`config.mk`:
```
export PLATFORM = sky130hd
export DESIGN_NAME = msu_data_ctrl
export DESIGN_NICKNAME = d
export VERILOG_FILES = /design/src/rtl/msu_pkg.sv /design/src/rtl/msu_prefetch_fifo.sv /design/src/rtl/msu_data_ctrl.sv
export SDC_FILE = /design/constraint.sdc
export NUM_CORES = 1
export LEC_CHECK = 0
export ABC_AREA = 1
export CAP_MARGIN = 15
export CELL_PAD_IN_SITES_DETAIL_PLACEMENT = 1
export CELL_PAD_IN_SITES_GLOBAL_PLACEMENT = 2
export CORE_MARGIN = 3
export CORE_UTILIZATION = 39
export CTS_BUF_LIST = sky130_fd_sc_hd__clkbuf_4 sky130_fd_sc_hd__clkbuf_8 sky130_fd_sc_hd__clkbuf_16
export CTS_CLUSTER_DIAMETER = 30
export DETAILED_ROUTE_END_ITERATION = 6
export PLACE_DENSITY = 0.89
export SYNTH_ARGS = -nofsm -noshare
export SYNTH_HDL_FRONTEND = slang
export SYNTH_SLANG_ARGS = --single-unit
```
`constraint.sdc`:
```
create_clock -name CLK -period 6 [get_ports CLK]
set_input_delay 1.8 -clock CLK [delete_from_list [all_inputs] [get_ports CLK]]
set_output_delay 1.8 -clock CLK [all_outputs]
set_load 0.01 [all_outputs]
```
`src/rtl/msu_pkg.sv`:
```
// Shared definitions for the MSU-1 data port: register map, bank decode and
// the data-port sequencer states.
package msu_pkg;

    localparam logic [15:0] MSU_SEEK0 = 16'h2000;
    localparam logic [15:0] MSU_SEEK1 = 16'h2001;
    localparam logic [15:0] MSU_SEEK2 = 16'h2002;
    localparam logic [15:0] MSU_SEEK3 = 16'h2003;
    localparam logic [15:0] MSU_READ  = 16'h2001;

    typedef enum logic [1:0] {
        IDLE  = 2'd0,
        FILL  = 2'd1,
        RUN   = 2'd2,
        ABORT = 2'd3
    } msu_state_e;

    // System-area banks $00-$3F and $80-$BF are exactly those with bit 6 clear.
    function automatic logic bank_ok(input logic [7:0] bank);
        return ~bank[6];
    endfunction

endpackage

```
`src/rtl/msu_prefetch_fifo.sv`:
```
// Byte-wide synchronous prefetch FIFO with flush. The head byte is presented
// combinationally on dout; push while full is accepted only alongside a pop.
module msu_prefetch_fifo #(
    parameter  int DEPTH = 8,
    localparam int AW    = $clog2(DEPTH),
    localparam int CW    = AW + 1
) (
    input  logic          clk,
    input  logic          rst_n,
    input  logic          flush,
    input  logic          push,
    input  logic [7:0]    din,
    input  logic          pop,
    output logic [7:0]    dout,
    output logic [CW-1:0] count,
    output logic          full,
    output logic          empty
);

    logic [7:0]    mem [DEPTH];
    logic [AW-1:0] wr_ptr;
    logic [AW-1:0] rd_ptr;
    logic          do_push;
    logic          do_pop;

    assign full    = (count == CW'(DEPTH));
    assign empty   = (count == '0);
    assign do_pop  = pop && !empty;
    assign do_push = push && (!full || do_pop);
    assign dout    = mem[rd_ptr];

    always_ff @(posedge clk or negedge rst_n) begin
        if (!rst_n) begin
            wr_ptr <= '0;
            rd_ptr <= '0;
            count  <= '0;
        end else if (flush) begin
            wr_ptr <= '0;
            rd_ptr <= '0;
            count  <= '0;
        end else begin
            if (do_push) wr_ptr <= wr_ptr + AW'(1);
            if (do_pop)  rd_ptr <= rd_ptr + AW'(1);
            case ({do_push, do_pop})
                2'b10:   count <= count + CW'(1);
                2'b01:   count <= count - CW'(1);
                default: count <= count;
            endcase
        end
    end

    always_ff @(posedge clk) begin
        if (do_push && !flush) mem[wr_ptr] <= din;
    end

endmodule

```
`src/rtl/msu_data_ctrl.sv`:
```
// MSU-1 data port sequencer: seek latch on $2000-$2003, prefetch of data-file
// bytes over the mem_req/mem_ack port, and $2001 reads served from the FIFO.
module msu_data_ctrl
    import msu_pkg::*;
#(
    parameter int FIFO_DEPTH = 8,
    parameter int ADDR_W     = 32
) (
    input  logic              CLK,
    input  logic              RST_N,
    input  logic              ENABLE,
    input  logic              RD_N,
    input  logic              WR_N,
    input  logic [23:0]       ADDR,
    input  logic [7:0]        DIN,
    output logic [7:0]        rd_data,
    output logic              data_busy,
    output logic              mem_req,
    output logic [ADDR_W-1:0] mem_addr,
    input  logic              mem_ack,
    input  logic [7:0]        mem_data
);

    localparam int CW = $clog2(FIFO_DEPTH) + 1;

    msu_state_e        state, state_n;
    logic [31:0]       seek;
    logic [31:0]       commit_seek;
    logic [ADDR_W-1:0] fetch_ptr;

    logic decoded, wr_lvl, rd_lvl, wr_q, rd_q;
    logic wr_ev, rd_ev, commit, ack;

    logic          push, pop, flush;
    logic [7:0]    head;
    logic [CW-1:0] count;
    logic          full, empty;

    logic load_ptr, inc_ptr, req_set, req_clr, busy_set, busy_clr;

    // One event per bus cycle: only the leading edge of a strobe counts.
    assign decoded     = ENABLE && bank_ok(ADDR[23:16]);
    assign wr_lvl      = decoded && !WR_N;
    assign rd_lvl      = decoded && !RD_N;
    assign wr_ev       = wr_lvl && !wr_q;
    assign rd_ev       = rd_lvl && !rd_q && (ADDR[15:0] == MSU_READ);
    assign commit      = wr_ev && (ADDR[15:0] == MSU_SEEK3);
    assign commit_seek = {DIN, seek[23:0]};
    assign ack         = mem_req && mem_ack;

    assign pop = rd_ev && !data_busy && !empty && !flush;

    msu_prefetch_fifo #(.DEPTH(FIFO_DEPTH)) u_fifo (
        .clk   (CLK),
        .rst_n (RST_N),
        .flush (flush),
        .push  (push),
        .din   (mem_data),
        .pop   (pop),
        .dout  (head),
        .count (count),
        .full  (full),
        .empty (empty)
    );

    always_ff @(posedge CLK or negedge RST_N) begin
        if (!RST_N) state <= IDLE;
        else        state <= state_n;
    end

    always_comb begin
        state_n  = state;
        push     = 1'b0;
        flush    = 1'b0;
        load_ptr = 1'b0;
        inc_ptr  = 1'b0;
        req_set  = 1'b0;
        req_clr  = 1'b0;
        busy_set = 1'b0;
        busy_clr = 1'b0;
        case (state)
            FILL, RUN: begin
                if (ack) begin
                    push    = 1'b1;
                    inc_ptr = 1'b1;
                    req_clr = 1'b1;
                end
                // mem_req is registered, so a just-acked fetch stays low a cycle.
                if (!mem_req && !full) req_set = 1'b1;
                if (state == FILL && count == CW'(FIFO_DEPTH)) begin
                    busy_clr = 1'b1;
                    state_n  = RUN;
                end
            end
            ABORT: begin
                if (ack) begin
                    req_clr = 1'b1;
                    state_n = FILL;
                end
            end
            default: ;
        endcase
        // A commit overrides everything; the in-flight byte, if any, is dropped.
        if (commit) begin
            flush    = 1'b1;
            push     = 1'b0;
            load_ptr = 1'b1;
            inc_ptr  = 1'b0;
            req_set  = 1'b0;
            busy_set = 1'b1;
            busy_clr = 1'b0;
            state_n  = (mem_req && !mem_ack) ? ABORT : FILL;
        end
    end

    always_ff @(posedge CLK or negedge RST_N) begin
        if (!RST_N) begin
            wr_q      <= 1'b0;
            rd_q      <= 1'b0;
            seek      <= '0;
            fetch_ptr <= '0;
            mem_req   <= 1'b0;
            mem_addr  <= '0;
            data_busy <= 1'b0;
            rd_data   <= '0;
        end else begin
            wr_q <= wr_lvl;
            rd_q <= rd_lvl;

            if (wr_ev) begin
                case (ADDR[15:0])
                    MSU_SEEK0: seek[7:0]   <= DIN;
                    MSU_SEEK1: seek[15:8]  <= DIN;
                    MSU_SEEK2: seek[23:16] <= DIN;
                    MSU_SEEK3: seek[31:24] <= DIN;
                    default:   ;
                endcase
            end

            if (load_ptr)     fetch_ptr <= ADDR_W'(commit_seek);
            else if (inc_ptr) fetch_ptr <= fetch_ptr + ADDR_W'(1);

            if (req_set) begin
                mem_req  <= 1'b1;
                mem_addr <= fetch_ptr;
            end else if (req_clr) begin
                mem_req  <= 1'b0;
            end

            if (busy_set)      data_busy <= 1'b1;
            else if (busy_clr) data_busy <= 1'b0;

            if (rd_ev) rd_data <= pop ? head : 8'h00;
        end
    end

endmodule

```
==> impl_metrics.py, run 1 <==
metrics = {
    "run_status": {
        "outcome": "completed",
    },
    "sta": {
        "drv_slew": 0,
        "setup_violations": 0,
        "worst_pin_slew_ns": 1.009,
        "period_share_pct": 72.12,
        "rsz0062_at_grt": "no",
        "fmaxAchievable_mhz": 231.1,
        "tns_ns": 0,
        "fin_hold_ws_ns": 0.4852,
        "fin_ws_ns": 1.673,
        "hold_viol": 0,
        "period_needed_ns": 4.327,
        "finClkSkew_ns": 0.009764,
        "maxSlewHeadroom_pct": 32.75,
    },
    "grt": {
        "grt_usage_pct": 19.91,
        "met3_usage_pct": 3.582,
        "met2_usage_pct": 30.91,
        "busiest_layer": "met2",
        "first_global_vias": 6168,
        "grt_max_degree": 75,
        "use_met1_pct": 28.62,
        "antenna_found_initial": 0,
        "grt_pass1_wl_um": 34410,
        "overflow": 0,
    },
    "floorplan": {
        "die_area_um2": 22560,
        "rows": 52,
        "die_w_um": 150.2,
        "start_util_pct": 39.94,
        "core_region_area_um2": 20300,
        "die_y_um": 150.2,
        "io_pins": 88,
    },
    "yosys": {
        "synth_ff_type": "dfrtp_1",
        "synth_area_leaders": "dfrtp_1 35%, edfxtp_1 24%, nand2_1 7.5%",
        "asyncSetResetFlopFracSynth_pct": 63.64,
        "synth-seq-cells": 176,
        "synth-edff-count": 64,
        "syn_inst": 802,
        "yosysSeqAreaShare_pct": 58.27,
        "synth_top_area_share_pct": 34.57,
        "postSynthAreaPerCell_um2": 10.11,
        "syn_area_um2": 8108,
        "yosysTopAreaCell": "dfrtp_1",
        "synthesis.nets": 856,
        "yosysUniqueCellTypes": 44,
        "ys_warn_count": 0,
    },
    "clocking": {
        "cts-root-buf": "clkbuf_16",
        "clock_path_buffers": 2,
        "cts_tree": "yes",
        "hold_buffers": 0,
        "post_cts_resized": 0,
        "cts_sinks": 176,
        "clock_latency_ns": 0.44,
        "cts_buffers": 17,
        "htreeDepth": 4,
        "clk_pin_slew_worst_paths_ns": 0.06,
        "post_cts_buffers": 0,
    },
    "place": {
        "dp_cells": 1136,
        "hpwl_um": 14680,
        "gp_congestion": 0.8220,
        "place_area_um2": 9203,
        "pre_cts_ws_ns": 1.226,
        "io_buffers": 80,
    },
    "cells_and_area": {
        "n_antenna_cell": 0,
        "fin_area_um2": 9817,
        "fillers": 2291,
        "drive_above_1_share_pct": 11.36,
        "fin_cells": 1168,
        "area_growth_pct": 21.08,
        "nets": 939,
    },
    "setup_path": {
        "crit_required_ns": 6.14,
        "end_kind": "flop",
        "critical_path_class": "in2reg",
        "rrSetupSlack_ns": 2.97,
        "cp_max_fo": 13,
        "arrival_ns": 4.46,
        "critPathLaunchType": "input pin",
    },
    "power": {
        "peakVddDrop_uv": 172.2,
        "power_density_nw_per_um2": 379.1,
        "leakagePower_uw": 0.004081,
    },
    "route": {
        "drt-initial-drc-count": 374,
        "vias": 6010,
        "route.detailed.drc": 0,
        "wirelength_um": 21500,
        "via_per_inst": 5.146,
        "antenna_left": 0,
        "wl_per_cell_um": 18.41,
        "dr.pass1.iters": 5,
    },
    "min_path": {
        "holdCritPathClass": "reg2reg",
    },
    "run": {
        "cap_violations": 0,
    },
}
state kept, by name (all words and copies together) (netlist names):
| signal | cells |
|---|---|
| fetch_ptr | 32 |
| seek | 24 |
| u_fifo.wr_ptr | 3 |
| u_fifo.mem | 64 |
| mem_req | 1 |
| state | 2 |
| data_busy | 1 |
| u_fifo.count | 4 |
| u_fifo.rd_ptr | 3 |
| rd_q | 1 |
| rd_data | 8 |
| wr_q | 1 |
| mem_addr | 32 |
worst paths after layout:
kind	start	endpoint	cells after the start
setup / recovery	ADDR[13]	u_fifo.mem[1][6]	11
hold / removal	mem_addr[27]	mem_addr[27]	2
max in group asynchronous	RST_N	seek[0]	2
hold reg to reg	mem_addr[27]	mem_addr[27]	2
setup reg to reg	state[0]	u_fifo.mem[1][6]	9
min in group asynchronous	RST_N	mem_addr[27]	1
cells in the final DEF, fill, tap and decap left out, types with 4 or more instances in the layout:
| master | n |
|---|---|
| a21oi_1 | 18 |
| a32o_1 | 8 |
| buf_4 | 15 |
| clkbuf_16 | 17 |
| clkdlybuf4s50_1 | 79 |
| dfrtp_1 | 112 |
| edfxtp_1 | 64 |
| ha_1 | 8 |
| inv_1 | 86 |
| inv_2 | 4 |
| inv_6 | 5 |
| mux2_2 | 20 |
| nand2_1 | 163 |
| nand2_2 | 7 |
| nand2_4 | 4 |
| nand3_1 | 23 |
| nand4_1 | 9 |
| nor2_1 | 31 |
| nor2_2 | 7 |
| nor2_4 | 4 |
| nor3_1 | 15 |
| nor4_1 | 9 |
| o211ai_1 | 9 |
| o21ai_0 | 99 |
| o221ai_1 | 16 |
| o22ai_1 | 4 |
| xor2_1 | 29 |
layer usage:
| layer | vias to the layer above | part of all wire, % |
|---|---|---|
| li1 | 2891 | - |
| met1 | 2982 | 49 |
| met2 | 114 | 46 |
| met3 | 23 | 3.5 |
| met4 | 0 | 1.6 |
| met5 | - | 0 |
through the flow:
step / util, % / power [uW]
floorplan: - / 2170
global placement: 45.33 / 2548
detailed placement: 45.33 / 2584
CTS: 48.36 / 3755
global route: 48.36 / 3946
finish: 48.36 / 3722
synthesized netlist by cell type (all sizes together), types with 2 or more instances:
library cell  count
nor3             19
a21oi            18
edfxtp           64
nand4             9
xor2             29
inv              90
buf              14
o21ai           101
o211ai            9
clkbuf           16
mux2             20
clkinv            2
nand3            26
o221ai           16
dfrtp           112
o22ai             4
nor4             10
a32o              8
ha                8
nor2             43
nand2           174
o31ai             2
worst max-delay path: stages:
cell and delay [ns]:
clkdlybuf4s50_1 0.46, inv_1 0.04, nor2_1 0.08, nand2_1 0.11
nor2_4 0.17, nand3_1 0.48, nor2_1 0.24, buf_4 0.27
o21ai_1 0.26, nor4_1 0.29, buf_4 0.25
where the power goes:
part           leakage [uW]  internal, uW  switching [uW]  total, uW
clock              0.000300           674             493       1170
sequential          0.00207          1460             162       1630
combinational       0.00171           379             552        930
total               0.00408          2520            1210       3720
layout make-up:
cell class | instances | area, um2 | share of cell area, %
Timing Repair Buffer | 94 | 903.4 | 9.202
Tap cell | 270 | 337.8 | 3.441
Clock inverter | 13 | 173.9 | 1.772
Clock buffer | 19 | 440.4 | 4.486
Inverter | 92 | 345.3 | 3.518
Multi-Input combinational cell | 504 | 2892 | 29.45
Sequential cell | 176 | 4725 | 48.13
cell families (layout without fill, tap and decap cells):
logic type	after synthesis	after routing	share of synthesized area (%)
muxes	21	21	2.901
and+or+nand+nor	283	283	16.54
DFF	176	176	58.27
adders and majority gates	8	8	1.235
AOI/OAI and AO/OA	162	162	11.74
xor gates and xnor gates	30	30	3.241
buffers and inverters	122	218	6.065
No activity file was read; power rests on OpenSTA's default activity.
==> inputs of run 2 (changes only) <==
CORE_UTILIZATION = 36   (was 39)
PLACE_DENSITY = 0.83   (was 0.89)
clock period = 4.2 ns   (was 6 ns; I/O delays follow)
==> run 2 against run 1 <==
Compared with the run above: clock skew shrank 0.0015 ns; clock power increased by 35%; die area rose by 8.0%; critical endpoint is now u_fifo.mem[7][2]; largest cell class unchanged.
==> impl_metrics.py, run 2 (synthesis gave the netlist of run 1 again) <==
metrics = {
    "clocking": {
        "cts_buffers": 17,
        "clock_latency_ns": 0.44,
        "post_cts_resized": 0,
        "cts_sinks": 176,
        "clock_path_buffers": 2,
        "post_cts_buffers": 0,
        "clk_pin_slew_worst_paths_ns": 0.07,
        "cts_tree": "yes",
        "cts-root-buf": "clkbuf_16",
        "htreeDepth": 4,
        "hold_buffers": 0,
    },
    "sta": {
        "tns_ns": 0,
        "rsz0062_at_grt": "no",
        "finClkSkew_ns": 0.008259,
        "drv_slew": 0,
        "fin_ws_ns": 0.8901,
        "fmaxAchievable_mhz": 302.1,
        "period_share_pct": 78.81,
        "period_needed_ns": 3.310,
        "setup_violations": 0,
        "hold_viol": 0,
        "maxSlewHeadroom_pct": 53.27,
        "worst_pin_slew_ns": 0.6963,
    },
    "route": {
        "drt-initial-drc-count": 430,
        "antenna_left": 0,
        "via_per_inst": 5.054,
        "vias": 5969,
        "dr.pass1.iters": 4,
        "route.detailed.drc": 0,
        "wl_per_cell_um": 18.04,
        "wirelength_um": 21310,
    },
    "power": {
        "intPower_uw": 3446,
        "power_density_nw_per_um2": 531.6,
        "clockPowerShare_pct": 30.1,
        "seq_power_share_pct": 44.3,
        "swShare_pct": 34.20,
        "peakVddDrop_uv": 227.9,
        "combPwrFrac_pct": 25.6,
        "p_switching_uw": 1792,
        "leakagePower_uw": 0.004090,
        "total_power_uw": 5238,
    },
    "cells_and_area": {
        "fillers": 2444,
        "drive_above_1_share_pct": 11.65,
        "fin_cells": 1181,
        "area_growth_pct": 21.53,
        "multi_input_area_um2": 2892,
        "reg_top3": "u_fifo.mem x64, fetch_ptr x32, mem_addr x32",
        "fin_area_um2": 9853,
        "layout_common_cells": "163 x nand2_1, 112 x dfrtp_1, 99 x o21ai_0",
        "nets": 942,
        "final_common_cell": "nand2_1",
        "largest_reg_flops": 64,
        "n_antenna_cell": 0,
        "layout.area.seq_um2": 4725,
        "largest-register": "u_fifo.mem",
    },
    "floorplan": {
        "die_y_um": 156.1,
        "start_util_pct": 36.92,
        "rows": 54,
        "die_area_um2": 24360,
        "io_pins": 88,
        "die_w_um": 156.1,
        "core_region_area_um2": 21960,
    },
    "grt": {
        "antenna_found_initial": 0,
        "grt_pass1_wl_um": 34200,
        "grt_max_degree": 77,
        "first_global_vias": 6085,
        "grt_usage_pct": 18.18,
        "overflow": 0,
    },
    "place": {
        "place_area_um2": 9263,
        "dp_cells": 1149,
        "gp_congestion": 0.8157,
        "io_buffers": 80,
        "pre_cts_ws_ns": 0.4120,
        "hpwl_um": 14860,
    },
    "setup_path": {
        "r2r_end": "u_fifo.mem[7][2]",
        "cp_slowest_cell": "clkdlybuf4s50_1",
        "end_kind": "flop",
        "critical_path_class": "in2reg",
        "rr_startpoint": "state[0]",
        "cpPeakStageDelay_ns": 0.45,
        "crit_required_ns": 4.39,
        "cp_max_fo": 14,
        "critPathLaunchType": "input pin",
        "worstPathCellList": "clkdlybuf4s50_1, inv_1, nor2_1, nand2_1, nor2_4, nand3_2, nand2_4, inv_2, o21ai_1, nor4_1, buf_4",
        "r2r.worst_path.cells": 9,
        "arrival_ns": 3.50,
        "rrSetupSlack_ns": 1.57,
    },
    "min_path": {
        "hold-path-endpoint": "seek[5]",
        "whs_path_depth": 2,
        "hold_path.startpoint": "seek[5]",
        "holdCritPathClass": "reg2reg",
    },
    "run_status": {
        "outcome": "completed",
    },
    "run": {
        "cap_violations": 0,
    },
}
## run 2: cell count changes in the layout (fill, tap and decap cells not counted)
cell and delta:
clkinv_8 +4, bufinv_16 -3, inv_8 +3, buf_12 +2, clkbuf_4 -2, inv_6 -2
buf_4 +1
## run 2: power groups by stage
stage	combinational, uW	sequential [uW]	clock, uW
after floorplan	745	2350	0
after global placement	1330	2340	0
after detailed placement	1370	2350	0
after CTS	1370	2320	1610
after global routing	1510	2360	1690
final	1340	2320	1580
## run 2: cell type report
cell class | instances | area share, %
Tap cell | 280 | 3.556
Inverter | 92 | 3.505
Clock inverter | 15 | 1.676
Sequential cell | 176 | 47.95
Timing Repair Buffer | 97 | 9.651
Clock buffer | 17 | 4.317
Multi-Input combinational cell | 504 | 29.35
## run 2: worst max-delay path: cells and delay by family
family                 cells  cell delay (ns)
AO/OA/AOI/OAI              1             0.39
AND/OR/NAND/NOR            6             1.05
buffers and inverters      4             0.78
## run 2: routing by layer
metal	vias to the layer above	routed length [um]	track usage (%)
met4	0	274	4.626
met1	2919	10590	27.10
met2	120	9580	27.53
li1	2905	-	-
met5	-	0	0
met3	25	865	3.218
## run 2: how the worst max path moves through the flow
| stage | from | to | slack (ns) |
|---|---|---|---|
| 6_report | ADDR[13] | u_fifo.mem[7][2] | 0.89 |
| 5_1_grt | ENABLE | u_fifo.count[2] | 0.67 |
| 4_1_cts | ADDR[13] | u_fifo.count[3] | 0.87 |
| 2_1_floorplan | ADDR[7] | u_fifo.mem[1][0] | 0.81 |
| 3_5_place_dp | ADDR[13] | u_fifo.count[3] | 0.41 |
| 3_3_place_gp | ADDR[13] | u_fifo.count[3] | 0.43 |
## run 2: through the flow
| step | utilization (%) | hold slack, ns |
|---|---|---|
| 4_1_cts | 44.87 | 0.4918 |
| 5_1_grt | 44.87 | 0.5123 |
| 3_3_place_gp | 42.18 | 0.4628 |
| 6_report | 44.87 | 0.4862 |
| 3_5_place_dp | 42.18 | 0.4738 |
| 2_1_floorplan | - | 0.4494 |
==> inputs of run 3 (changes only) <==
clock period = 3.2 ns   (was 4.2 ns; I/O delays follow)
==> run 3 against run 2 <==
Compared with the run above: core utilization grew 0.63 points; power grew 33%; hold slack worse by 0.00090 ns; final cell count grew 1.3%; clock skew rose by 0.0064 ns; non-clock buffer count increased by 15; sequential cell count did not move; largest power group unchanged; highest routed layer unchanged.
==> impl_metrics.py, run 3 (synthesis gave the netlist of run 1 again) <==
metrics = {
    "sta": {
        "setup_violations": 0,
        "period_needed_ns": 2.765,
        "worst_pin_slew_ns": 0.6591,
        "fmaxAchievable_mhz": 361.7,
        "maxSlewHeadroom_pct": 56.06,
        "hold_viol": 0,
        "rsz0062_at_grt": "no",
        "period_share_pct": 86.40,
        "fin_hold_ws_ns": 0.4853,
        "fin_ws_ns": 0.4351,
        "finClkSkew_ns": 0.01467,
        "drv_slew": 0,
    },
    "power": {
        "peakVddDrop_uv": 272.3,
        "p_switching_uw": 2392,
        "power_density_nw_per_um2": 697.5,
        "swShare_pct": 34.32,
        "combPwrFrac_pct": 26.4,
        "leakagePower_uw": 0.004170,
        "seq_power_share_pct": 43.8,
        "clockPowerShare_pct": 29.8,
        "intPower_uw": 4577,
    },
    "clocking": {
        "clk_pin_slew_worst_paths_ns": 0.07,
        "cts-root-buf": "clkbuf_16",
        "cts_buffers": 17,
        "htreeDepth": 4,
        "hold_buffers": 0,
        "cts_sinks": 176,
        "clock_path_buffers": 2,
        "post_cts_buffers": 0,
        "post_cts_resized": 0,
        "clock_latency_ns": 0.44,
        "cts_tree": "yes",
    },
    "route": {
        "route.detailed.drc": 0,
        "vias": 6069,
        "drt-initial-drc-count": 335,
        "dr.pass1.iters": 4,
        "wirelength_um": 21720,
        "antenna_left": 0,
        "via_per_inst": 5.074,
        "wl_per_cell_um": 18.16,
    },
    "floorplan": {
        "rows": 54,
        "die_area_um2": 24360,
        "core_region_area_um2": 21960,
        "die_w_um": 156.1,
        "die_y_um": 156.1,
        "start_util_pct": 36.92,
        "io_pins": 88,
    },
    "min_path": {
        "holdCritPathClass": "reg2reg",
        "hold_path.startpoint": "mem_addr[11]",
    },
    "cells_and_area": {
        "reg_top3": "u_fifo.mem x64, fetch_ptr x32, mem_addr x32",
        "multi_input_area_um2": 2892,
        "final_common_cell": "nand2_1",
        "n_antenna_cell": 0,
        "fillers": 2455,
        "largest_reg_flops": 64,
        "largest-register": "u_fifo.mem",
        "layout.area.seq_um2": 4725,
        "area_growth_pct": 23.24,
        "drive_above_1_share_pct": 13.21,
        "layout_common_cells": "163 x nand2_1, 112 x dfrtp_1, 99 x o21ai_0",
        "nets": 957,
    },
    "grt": {
        "grt_max_degree": 113,
        "first_global_vias": 6254,
        "grt_usage_pct": 18.34,
        "antenna_found_initial": 0,
        "grt_pass1_wl_um": 34700,
        "overflow": 0,
    },
    "place": {
        "pre_cts_ws_ns": -0.004683,
        "hpwl_um": 15030,
        "gp_congestion": 0.8374,
        "io_buffers": 80,
    },
    "setup_path": {
        "end_kind": "flop",
        "critical_path_class": "in2reg",
        "cp_max_fo": 11,
        "crit_path_start": "ADDR[0]",
        "arrival_ns": 2.91,
        "rr_startpoint": "state[0]",
        "critPathLaunchType": "input pin",
        "crit_required_ns": 3.34,
    },
    "run_status": {
        "outcome": "completed",
    },
    "run": {
        "cap_violations": 0,
    },
}
[run 3: per-stage QoR]
step / util [%] / std cells / area, um2 / total power (uW) / TNS [ns]
2_1_floorplan: - / 802 / 8108 / 4068 / 0
3_3_place_gp: 42.81 / 1164 / 9400 / 4881 / 0
4_1_cts: 45.50 / 1196 / 9992 / 7034 / 0
3_5_place_dp: 42.81 / 1164 / 9400 / 4948 / -0.03320
5_1_grt: 45.50 / 1196 / 9992 / 7377 / 0
6_report: 45.50 / 1196 / 9992 / 6970 / 0
[run 3: power groups by stage]
| stage | combinational [uW] | sequential [uW] | clock (uW) |
|---|---|---|---|
| 3_5_place_dp | 1850 | 3100 | 0 |
| 3_3_place_gp | 1810 | 3080 | 0 |
| 5_1_grt | 2060 | 3110 | 2210 |
| 6_report | 1840 | 3050 | 2080 |
| 4_1_cts | 1860 | 3050 | 2120 |
| 2_1_floorplan | 978 | 3090 | 0 |
[run 3: worst paths after layout]
| check | end | slack (ns) | cells past startpoint |
|---|---|---|---|
| min in group asynchronous | fetch_ptr[22] | 0.61 | 2 |
| max in group asynchronous | fetch_ptr[31] | 2.10 | 2 |
| worst max-delay path | u_fifo.mem[0][4] | 0.44 | 11 |
| worst min-delay path | mem_addr[11] | 0.49 | 2 |
| worst min register to register | mem_addr[11] | 0.49 | 2 |
| worst max register to register | u_fifo.count[3] | 0.92 | 14 |
[run 3: metal layers]
metal	track usage, %	part of all wire, %	vias to the layer above
li1	-	-	2932
met1	26.80	50	3006
met2	28.29	45	105
met3	3.190	3.2	26
met4	5.004	1.5	0
met5	0	0	-
[run 3: layout make-up]
cell class	instances	area share (%)
inverter	92	3.456
timing repair buffer	112	10.89
sequential	176	47.28
clock buffer	17	4.257
tap	280	3.506
clock inverter	15	1.665
multi-input combinational	504	28.94
[run 3: worst max-delay path: stages]
cell             delay [ns]
clkdlybuf4s50_1        0.50
inv_1                  0.06
nor2_1                 0.08
nand2_1                0.06
nor2_2                 0.13
nand3_1                0.12
nor2_1                 0.23
o21ai_1                0.09
buf_4                  0.18
nor4_1                 0.23
buf_4                  0.26
